$ cat config.mk
export PLATFORM = sky130hd
export DESIGN_NAME = bus_arbiter
export DESIGN_NICKNAME = d
export VERILOG_FILES = /design/src/rtl/bus_pkg.sv /design/src/rtl/bus_timer.sv /design/src/rtl/bus_arbiter.sv
export SDC_FILE = /design/constraint.sdc
export NUM_CORES = 1
export LEC_CHECK = 0
export ABC_AREA = 1
export CAP_MARGIN = 20
export CORE_AREA = 2 2 116 118
export CTS_CLUSTER_SIZE = 10
export DETAILED_ROUTE_END_ITERATION = 16
export DIE_AREA = 0 0 118 120
export GPL_TIMING_DRIVEN = 0
export PLACE_DENSITY = 0.56
export SLEW_MARGIN = 20
export SYNTH_ARGS = -nofsm -noshare
export SYNTH_HDL_FRONTEND = slang
export SYNTH_SLANG_ARGS = --single-unit
export TNS_END_PERCENT = 50
$ cat constraint.sdc
create_clock -name clk -period 4.3 [get_ports clk]
set_clock_uncertainty 0.15 [all_clocks]
set_input_delay 1.075 -clock clk [delete_from_list [all_inputs] [get_ports clk]]
set_output_delay 1.075 -clock clk [all_outputs]
set_load 0.01 [all_outputs]
$ cat src/rtl/bus_pkg.sv
// Shared types and constants for the two-master shared-bus arbiter.
// Holds the arbiter state encoding, master index type and round-robin pick helper.
package bus_pkg;

  localparam int unsigned TIMEOUT_DEFAULT = 16;
  localparam int unsigned DATA_W          = 32;

  typedef enum logic {
    IDLE = 1'b0,
    BUSY = 1'b1
  } arb_state_t;

  typedef logic master_idx_t;

  typedef struct packed {
    logic              read;
    logic              write;
    logic [DATA_W-1:0] addr;
    logic [DATA_W-1:0] wdata;
  } mreq_t;

  // On a tie the master that was not served last wins.
  function automatic master_idx_t pick_master(input logic req0, input logic req1,
                                              input master_idx_t last);
    if (req0 && req1) return ~last;
    if (req1) return 1'b1;
    return 1'b0;
  endfunction

  function automatic int unsigned timer_width(input int unsigned cycles);
    return (cycles > 1) ? $clog2(cycles) : 1;
  endfunction

endpackage

$ cat src/rtl/bus_timer.sv
// Transaction watchdog: counts BUSY cycles, flags the last allowed cycle.
// Synchronous clear has priority over enable; the count holds at terminal.
module bus_timer import bus_pkg::*; #(
  parameter int unsigned TIMEOUT_CYCLES = TIMEOUT_DEFAULT
) (
  input  logic clk,
  input  logic rst,
  input  logic clear,
  input  logic enable,
  output logic terminal
);

  localparam int unsigned   W    = timer_width(TIMEOUT_CYCLES);
  localparam logic [W-1:0] LAST = W'(TIMEOUT_CYCLES - 1);

  logic [W-1:0] count;

  always_ff @(posedge clk) begin
    if (rst || clear) begin
      count <= '0;
    end else if (enable && !terminal) begin
      count <= count + 1'b1;
    end
  end

  assign terminal = (count == LAST);

endmodule

$ cat src/rtl/bus_arbiter.sv
// Two-master round-robin arbiter for one shared memory bus; strobe one cycle after request.
// Masters hold requests until ready/error; slave stalls bounded by TIMEOUT_CYCLES then error.
module bus_arbiter import bus_pkg::*; #(
  parameter int unsigned TIMEOUT_CYCLES = TIMEOUT_DEFAULT
) (
  input  logic              clk,
  input  logic              rst,
  input  logic              m0_read,
  input  logic              m0_write,
  input  logic [DATA_W-1:0] m0_addr,
  input  logic [DATA_W-1:0] m0_wdata,
  output logic [DATA_W-1:0] m0_rdata,
  output logic              m0_ready,
  output logic              m0_error,
  input  logic              m1_read,
  input  logic              m1_write,
  input  logic [DATA_W-1:0] m1_addr,
  input  logic [DATA_W-1:0] m1_wdata,
  output logic [DATA_W-1:0] m1_rdata,
  output logic              m1_ready,
  output logic              m1_error,
  output logic              s_read,
  output logic              s_write,
  output logic [DATA_W-1:0] s_addr,
  output logic [DATA_W-1:0] s_wdata,
  input  logic [DATA_W-1:0] s_rdata,
  input  logic              s_ready
);

  arb_state_t  state, state_nxt;
  master_idx_t grant, grant_nxt;
  master_idx_t last_grant, last_grant_nxt;

  mreq_t req0, req1, sel;
  logic  req0_any, req1_any;
  logic  timer_clear, timer_en, timeout;
  logic  done_ok, done_err;

  assign req0     = '{read: m0_read, write: m0_write, addr: m0_addr, wdata: m0_wdata};
  assign req1     = '{read: m1_read, write: m1_write, addr: m1_addr, wdata: m1_wdata};
  assign req0_any = m0_read || m0_write;
  assign req1_any = m1_read || m1_write;
  assign sel      = (grant == 1'b1) ? req1 : req0;

  always_ff @(posedge clk) begin
    if (rst) begin
      state      <= IDLE;
      grant      <= 1'b0;
      last_grant <= 1'b1;
    end else begin
      state      <= state_nxt;
      grant      <= grant_nxt;
      last_grant <= last_grant_nxt;
    end
  end

  bus_timer #(
    .TIMEOUT_CYCLES(TIMEOUT_CYCLES)
  ) u_timer (
    .clk      (clk),
    .rst      (rst),
    .clear    (timer_clear),
    .enable   (timer_en),
    .terminal (timeout)
  );

  always_comb begin
    state_nxt      = state;
    grant_nxt      = grant;
    last_grant_nxt = last_grant;
    timer_clear    = 1'b0;
    timer_en       = 1'b0;
    done_ok        = 1'b0;
    done_err       = 1'b0;
    s_read         = 1'b0;
    s_write        = 1'b0;
    s_addr         = '0;
    s_wdata        = '0;

    case (state)
      IDLE: begin
        timer_clear = 1'b1;
        if (req0_any || req1_any) begin
          grant_nxt = pick_master(req0_any, req1_any, last_grant);
          state_nxt = BUSY;
        end
      end

      BUSY: begin
        timer_en = 1'b1;
        if (sel.read && sel.write) begin
          done_err       = 1'b1;
          state_nxt      = IDLE;
          last_grant_nxt = grant;
        end else if (!sel.read && !sel.write) begin
          state_nxt      = IDLE;
          last_grant_nxt = grant;
        end else begin
          // The strobe stays up through the terminal cycle so a late s_ready still completes.
          s_read  = sel.read;
          s_write = sel.write;
          s_addr  = sel.addr;
          s_wdata = sel.wdata;
          if (s_ready) begin
            done_ok        = 1'b1;
            state_nxt      = IDLE;
            last_grant_nxt = grant;
          end else if (timeout) begin
            done_err       = 1'b1;
            state_nxt      = IDLE;
            last_grant_nxt = grant;
          end
        end
      end

      default: begin
        state_nxt = IDLE;
      end
    endcase
  end

  always_comb begin
    m0_ready = done_ok  && (grant == 1'b0);
    m1_ready = done_ok  && (grant == 1'b1);
    m0_error = done_err && (grant == 1'b0);
    m1_error = done_err && (grant == 1'b1);
    m0_rdata = m0_ready ? s_rdata : '0;
    m1_rdata = m1_ready ? s_rdata : '0;
  end

endmodule

## After elaboration in Yosys (flattened, before gate mapping)

Index checks and enable logic that the tools add are counted.
W data, S select, Z words.

- Add/subtract/negate cells: 1
- Multipliers: 0
- Div/mod/pow operators: 0
- Order comparisons: 0
- Eq/ne operators: 1
- Shift operators: 0
- Mux-type cells: 47
- Bitwise gates (word level): 3
- Reductions and logical operators: 18

Operator list:

| operator | count |
|---|---|
| $mux W32 | 8 |
| $mux W66 | 1 |
| $mux W1 | 37 |
| $logic_and A1 B1 Y1 | 8 |
| $add A4 B1 Y4 const B | 1 |
| $eq A4 B4 Y1 const B | 1 |
| $logic_or A1 B1 Y1 | 4 |
| $reduce_and A2 Y1 | 2 |
| $reduce_bool A4 Y1 | 1 |
| $logic_not A1 Y1 | 3 |
| $not A1 Y1 | 3 |
| $pmux W1 S2 | 1 |

- Register bits after elaboration: 7
- Bits in latches: 0
- RAM bits: 0
- Memory bits (read-only): 0
- Bits of input ports: 167
- Output and inout port bits: 134
- Logic and storage cells: 74
- Memories kept: 0

## Longest topological paths before layout

Gate-level depths: netlist of the first run.

- Depth in word-level cells: 10
- Mapped depth: 10
- Gate-level depth less buffers: 9

## By module

From an unflattened synthesis of the first run, not the netlist that was laid out.

- Cells, all modules: 390
- Area, all modules: 1901.8 µm²

Modules (own cells, without submodules):

| module | instances | cells each | area an instance (µm²) | sequential area each (µm²) |
|---|---|---|---|---|
| bus_arbiter | 1 | 361 | 1701.6 | 60.1 |
| bus_timer | 1 | 29 | 200.2 | 80.1 |

## Least setup slack after synthesis of the first run

OpenSTA, ideal clock, no wires.

- Kind: input port to output port
- Start point: input m1_write
- End point: output m0_rdata[10]
- Arrival time: 2.636 ns
- Required time: 3.075 ns
- Setup slack: 0.439 ns
- Stages: 8
- Buffers on the path: 1
- Cells stage by stage: or2_2 o21ai_0 inv_1 ha_1 nor3_4 nand3_4 buf_6 nor2_1

- Cells in the longest elaborated chain, start to end: 8
- Elaborated cells between the ends (all ways): 9
- Those cells by class: 5 x mux; 4 x reduce/logical

RTL lines:

| item | line | RTL |
|---|---|---|
| start: declaration | bus_arbiter.sv:16 | `input logic m1_write,` |
| $mux W66 * | bus_arbiter.sv:43 | `assign sel = (grant == 1'b1) ? req1 : req0;` |
| $logic_not A1 Y1 | bus_arbiter.sv:95 | `end else if (!sel.read && !sel.write) begin` |
| $logic_and A1 B1 Y1 | bus_arbiter.sv:95 |  |
| $mux W1 | bus_arbiter.sv:95 |  |
| $mux W1 * | bus_arbiter.sv:91 | `if (sel.read && sel.write) begin` |
| $mux W1 * | bus_arbiter.sv:80 | `case (state)` |
| $logic_and A1 B1 Y1 * | bus_arbiter.sv:123 | `m0_ready = done_ok && (grant == 1'b0);` |
| $mux W32 * | bus_arbiter.sv:127 | `m0_rdata = m0_ready ? s_rdata : '0;` |
| end: declaration | bus_arbiter.sv:12 | `output logic [DATA_W-1:0] m0_rdata,` |

Mark *: on every way between the ends. The rest lies on a longest branch, timed or not.

## Worst setup path after layout of the first run

- Start point: input m0_write
- End point: output s_wdata[4]

- Cells in the longest elaborated chain, start to end: 6
- Elaborated cells between the ends (all ways): 7
- Those cells by class: 4 x mux; 3 x reduce/logical

RTL lines:

| item | line | RTL |
|---|---|---|
| start: declaration | bus_arbiter.sv:9 | `input logic m0_write,` |
| $mux W66 * | bus_arbiter.sv:43 |  |
| $logic_not A1 Y1 | bus_arbiter.sv:95 |  |
| $logic_and A1 B1 Y1 | bus_arbiter.sv:95 |  |
| $mux W32 | bus_arbiter.sv:95 |  |
| $mux W32 * | bus_arbiter.sv:91 |  |
| $mux W32 * | bus_arbiter.sv:80 |  |
| end: declaration | bus_arbiter.sv:25 | `output logic [DATA_W-1:0] s_wdata,` |

Marked as above.

==> results of run 1 <==
[timing repair]
action                                  CTS  global route
pin swaps                                 1             2
hold buffers                              0             0
gates resized for setup                 295            44
gates cloned                              2             2
endpoints found under the setup margin  132            95
setup buffers                            12             1
[metal layers]
metal  wire length, um  vias up
met1              4640     1605
met4               266        0
li1                  -     1830
met5                 0        -
met3              1090       17
met2              6450      202
[synthesized netlist by cell type (5+ instances only)]
cell type and n:
ha_1 5, buf_6 13, nand3_1 6, buf_2 6, nor2_1 72, a21oi_1 58
o21ai_0 5, inv_1 45, clkbuf_1 6, a21oi_2 10, dfxtp_1 7, nand2_1 140
[flip-flops by register name (all words and copies together), names as in the netlist]
register	flops
last_grant	1
grant	1
state	1
u_timer.count	4
[stage by stage]
stage	hold WS, ns	worst slack [ns]
after global placement	0.289	-0.781
after global routing	0.336	0.00277
after floorplan	0.273	0.439
after detailed placement	0.298	-0.799
final	0.303	0.0813
after CTS	0.308	0.00127
[critical path: stages]
cell and delay (ns):
clkdlybuf4s50_1 0.47, o21ai_2 0.21, inv_2 0.08, ha_4 0.18, nor3_4 0.18, buf_4 0.15
inv_4 0.08, buf_6 0.15, a21oi_1 0.13, dlygate4sd2_1 0.29
[layout make-up]
| class | instances | area [um^2] |
|---|---|---|
| multi-input cells | 307 | 1460 |
| flip-flops and latches | 7 | 140 |
| well taps | 176 | 220 |
| fillers | 1441 | 7860 |
| inverters | 47 | 181 |
| clock buffers | 4 | 78.8 |
| repair buffers | 316 | 2830 |
| plain buffers | 28 | 218 |
[power breakdown]
part / internal [mW] / switching (mW)
Combinational: 0.266 / 0.221
Clock: 0.123 / 0.0323
Sequential: 0.0694 / 0.00210
[how the worst min path moves through the flow]
stage	startpoint	endpoint	slack, ns
5_1_grt	last_grant	last_grant	0.34
6_report	u_timer.count[3]	u_timer.count[3]	0.30
3_3_place_gp	last_grant	last_grant	0.29
2_1_floorplan	last_grant	last_grant	0.27
3_5_place_dp	u_timer.count[3]	u_timer.count[3]	0.30
4_1_cts	u_timer.count[3]	u_timer.count[3]	0.31
[logic make-up (layout without fill, tap and decap cells)]
group	after synthesis	after routing
compound gates	75	75
fa+ha+maj	5	5
buf+inv	75	395
flops	7	7
simple gates	226	227
==> qor.txt, run 1 <==
Clock Pin Slew Worst Setup and Hold Paths - 0.03 ns
Placed instance count - 864
Placed Area - 5150 um^2
Row count - 42
Worst Setup Start Kind - primary input
Synth area leaders - nand2_1 (27%), a21oi_1 (15%), nor2_1 (14%)
# IOs - 301
Die area - 14200 um^2
Std-Cell Core Area - 13000 um^2
Post-DRT Antenna Nets - 0
Worst r2r path cells - 11
Grt met3 use - 0.0513
Crit end category - primary output
Main combinational cell family by area after synthesis - simple AND/OR/NAND/NOR gates
Critical Path Source - m0_write
Register area share after synthesis - 0.0727
Die Span Y - 120 um
Post-synthesis mux area share - 0
Status - complete, no violations
Worst R2R End - state
DR iter-0 viols - 112
Period utilization - 0.981
Vias in the first global route - 3594
Synth warn - 0
Port Buffers - 300
Min-delay worst type - flip-flop to flip-flop
Worst reg2reg startpoint - grant
Avg Inst Size Synth - 4.97 um^2
Nets - 882
Final setup vio count - 0
Total grt overflow - 0
DR pass1 iterations - 4
Leading area contributor after synthesis - nand2_1
Clk_lat worst skew - 0.23 ns
Root buf cell - clkbuf_16
Top cell type's share of synthesized area - 0.273
H-tree depth - 1
WP data required - 3.07 ns
Kind of critical path - primary input to primary output
Initial antenna violation count - 0
DRC Markers - 0
CP max FO - 10
Total track usage - 0.162
Cell Area, Synth - 1930 um^2
XOR/XNOR Fraction of Synth Area - 0
First-pass GRT wire length - 18.4 mm
Initial Util - 0.149
Max-slew violation count - 0
Clock Path Buffers - 2
GR met2 Demand/Resource - 0.317
Fin crit period - 4.22 ns
Avg Vias per Cell - 4.13
Yosys reg bits - 7
Pwr dens - 139 nW/um^2
Fmax - 237 MHz
Met1 GRT Util - 0.165
Leak Pwr - 2.66 nW
EDFF count, synth - 0
Via count - 3654
DIE WIDTH - 118 um
WP data arrival - 2.99 ns
Hold Path Stages - 1
Most used DFF post-synth - dfxtp_1
Routed len/inst - 14.1 um
Simple-Gate Fraction of Synth Area - 0.471
Overall power - 0.714 mW
Syn nets - 560
Final Instance Area - 5120 um^2
N_diodes - 0
WL final - 12.5 mm
Max Cap Violations - 0
Max IR drop VDD - 115 uV
Setup TNS - 0 ns
Final Util - 0.395
TritonCTS clock tree - yes
Final Hold Vio Count - 0
Number of distinct library cells after synthesis - 22
Cells after Synth - 388
Share of cells above drive strength 1 - 0.199
Hpwl dp - 10.4 mm
Slew @ Worst Pin - 0.482 ns
Commonest non-fill, non-tap cell in the layout - clkdlybuf4s50_1
Largest net degree at the start of global routing - 11
Synth Area in Compound Gates - 0.217
RSZ-0062 raised after global routing - no
Most frequent cells in the layout - clkdlybuf4s50_1 (166), nand2_1 (140), nor2_1 (70), dlygate4sd2_1 (56), a21oi_1 (52)
Non-Filler Instances - 885
Area added between synthesis and finish - 166%
Most used routing layer - met2
Flop2flop setup slack - 2.15 ns
Worst slew margin relative to its limit - 0.679
Ys async rst share - 0
CP endpoint - s_wdata[4]
CTS Buf Count - 3
Post-synthesis adder-cell area fraction - 0.0324
Sink Count - 7
Routability cong. - 0.847
Power figures use the tool's default switching activity.
==> inputs of run 2 (changes only) <==
--- a/config.mk
+++ b/config.mk
@@ -7,10 +7,10 @@
 export LEC_CHECK = 0
 export ABC_AREA = 1
 export CAP_MARGIN = 20
-export CORE_AREA = 2 2 116 118
+export CORE_AREA = 2 2 118 120
 export CTS_CLUSTER_SIZE = 10
 export DETAILED_ROUTE_END_ITERATION = 16
-export DIE_AREA = 0 0 118 120
+export DIE_AREA = 0 0 120 122
 export GPL_TIMING_DRIVEN = 0
 export PLACE_DENSITY = 0.56
 export SLEW_MARGIN = 20
==> constraint.sdc (replaced) <==
create_clock -name clk -period 3.5 [get_ports clk]
set_clock_uncertainty 0.15 [all_clocks]
set_input_delay 0.875 -clock clk [delete_from_list [all_inputs] [get_ports clk]]
set_output_delay 0.875 -clock clk [all_outputs]
set_load 0.01 [all_outputs]
==> qor.txt, run 2 (synthesized netlist as in run 1, its figures left out) <==
Die Span Y - 122 um (+1.7%)
Hold-critical path endpoint - last_grant
TritonCTS clock tree - yes
Die area - 14600 um^2 (+3.4%)
DR iter-0 viols - 83 (-26%)
Final setup vio count - 0 (unchanged)
Flop2flop setup slack - 1.59 ns (-0.56 ns)
Total grt overflow - 0 (unchanged)
Placed instance count - 868 (+0.46%)
Final Util - 0.366 (-0.0284)
Largest Register - u_timer.count
Worst slew margin relative to its limit - 0.681 (+0.00214)
M1 wire length - 4.30 mm (-7.2%)
Row count - 43 (+2.4%)
Std-Cell Core Area - 13500 um^2 (+4.0%)
WL final - 12.5 mm (+0.56%)
CP max FO - 7 (-3)
Non-Filler Instances - 893 (+0.90%)
Hold Path Stages - 2 (+1)
Status - complete, no violations
Final Hold Vio Count - 0 (unchanged)
CTS Buf Count - 3 (unchanged)
Commonest non-fill, non-tap cell in the layout - clkdlybuf4s50_1
Max reg flops - 4 (unchanged)
Min-delay worst type - flip-flop to flip-flop
Final Instance Area - 4950 um^2 (-3.4%)
WP data arrival - 2.43 ns (-0.56 ns)
Overall power - 0.872 mW (+22%)
Crit end category - primary output
Pint - 0.551 mW (+20%)
Worst Setup Start Kind - primary input
Routed len/inst - 14.0 um (-0.34%)
Avg Vias per Cell - 4.07 (-1.4%)
Highest metal layer with signal wires - met4
Worst R2R End - state
Initial Util - 0.143 (-0.00577)
Worst reg2reg startpoint - grant
Max Cap Violations - 0 (unchanged)
Clock share of power - 0.227 (+0.009)
DR pass1 iterations - 4 (unchanged)
N_diodes - 0 (unchanged)
Pwr dens - 176 nW/um^2 (+26%)
Nets - 886 (+0.45%)
First-pass GRT wire length - 18.4 mm (-0.15%)
Net Sw Power - 0.321 mW (+26%)
Switching share of power - 0.368 (+0.0103)
Share of cells above drive strength 1 - 0.303 (+0.104)
Clock Pin Slew Worst Setup and Hold Paths - 0.04 ns (about the same)
Kind of critical path - primary input to primary output
Sink Count - 7 (unchanged)
Initial antenna violation count - 0 (unchanged)
Port Buffers - 300 (unchanged)
Leak Pwr - 2.58 nW (-3.1%)
Period utilization - 0.988
Fin crit period - 3.46 ns
WL met3 - 1.37 mm (+26%)
Post-route setup slack - 0.0422 ns (-0.0391 ns)
DIE WIDTH - 120 um (+1.7%)
Post-DRT Antenna Nets - 0 (unchanged)
Via count - 3634 (-0.55%)
Fmax - 289 MHz
Clk_lat worst skew - 0.23 ns (about the same)
Routability cong. - 0.753 (-11%)
Area added between synthesis and finish - 157%
H-tree depth - 1 (unchanged)
Hold_buf cts - 0 (unchanged)
Max IR drop VDD - 119 uV (+3.7%)
Most frequent cells in the layout - clkdlybuf4s50_1 (163), nand2_1 (140), buf_2 (71), a21oi_1 (58)
WP data required - 2.47 ns (-0.60 ns)
Placed Area - 5160 um^2 (about the same)
Vias in the first global route - 3783 (+5.3%)
Pre-CTS setup slack - -1.15 ns (-0.354 ns)
Wire length on met2 - 6.68 mm (+3.5%)
Slew @ Worst Pin - 0.479 ns (-0.00322 ns)
Combinational share of power - 0.673 (-0.009)
DRC Markers - 0 (unchanged)
Seq pwr share - 0.101 (about the same)
# IOs - 301 (unchanged)
Clock Path Buffers - 2 (unchanged)
Total track usage - 0.157 (-0.00558)
Worst min-delay path startpoint - last_grant
RSZ-0062 raised after global routing - yes
Worst r2r path cells - 10 (-1)
Hpwl dp - 10.5 mm (+1.3%)
Largest net degree at the start of global routing - 11 (unchanged)
Max-slew violation count - 0 (unchanged)
Root buf cell - clkbuf_16
==> run 2: cell count changes in the layout (fill, tap and decap cells not counted), moves of 3 or more <==
cell             change
buf_4                +4
buf_6                +3
nor2_1              -15
buf_2               +29
clkbuf_2            +37
nor2_4               +3
dlygate4sd2_1       -48
clkdlybuf4s15_2     -10
a21oi_2              -6
clkdlybuf4s50_1      -3
a21oi_1              +6
clkdlybuf4s15_1      -9
nor2_2              +12
==> run 2: layout make-up <==
type / count / area (um^2)
Sequential cell: 7 / 140
Inverter: 47 / 181
Multi-Input combinational cell: 306 / 1490
Buffer: 27 / 214
Tap cell: 180 / 225
Timing Repair Buffer: 322 / 2620
Clock buffer: 4 / 78.8
Fill cell: 1511 / 8560
==> run 2: power groups by stage <==
stage / combinational, mW / sequential (mW) / clock (mW)
floorplan: 0.235 / 0.0884 / 0
global placement: 0.614 / 0.0886 / 0
detailed placement: 0.618 / 0.0889 / 0
CTS: 0.609 / 0.0877 / 0.198
global route: 0.642 / 0.0882 / 0.202
finish: 0.587 / 0.0877 / 0.198
==> run 2: what timing repair did <==
| item | 4_1_cts | 5_1_grt |
|---|---|---|
| pin swaps | 7 | 1 |
| setup endpoints to repair | 134 | 116 |
| gates resized for setup | 383 | 130 |
| setup buffers | 13 | 6 |
| gates cloned | 3 | 0 |
==> run 2: worst max path at each step <==
stage | startpoint | endpoint | slack (ns) | depth (start not counted)
floorplan | m1_write | m0_rdata[10] | 0.04 | 8
global placement | m1_write | m1_rdata[18] | -1.08 | 10
CTS | m1_write | m1_rdata[29] | -0.01 | 12
detailed placement | m1_write | s_addr[4] | -1.15 | 10
global route | m1_read | m1_rdata[16] | -0.07 | 12
finish | m1_read | m1_rdata[16] | 0.04 | 12
==> run 2: critical path, cell delays in order <==
cell     delay (ns)
buf_6          0.09
or2_4          0.23
o21ai_4        0.08
inv_2          0.07
ha_4           0.17
nor3_4         0.13
buf_6          0.14
nand3_4        0.11
buf_4          0.19
buf_16         0.13
nor2_1         0.07
buf_2          0.14
==> run 2: metrics by stage <==
stage / hold WS, ns / TNS, ns
floorplan: 0.273 / 0
global placement: 0.284 / -129.45
detailed placement: 0.298 / -138.10
CTS: 0.309 / -0.0207
global route: 0.343 / -0.801
finish: 0.303 / 0
==> run 2: layer usage <==
metal | global-route usage | vias up
met5 | 0 | -
met4 | 0.0375 | 0
met3 | 0.0445 | 11
met2 | 0.319 | 211
met1 | 0.154 | 1578
li1 | - | 1834
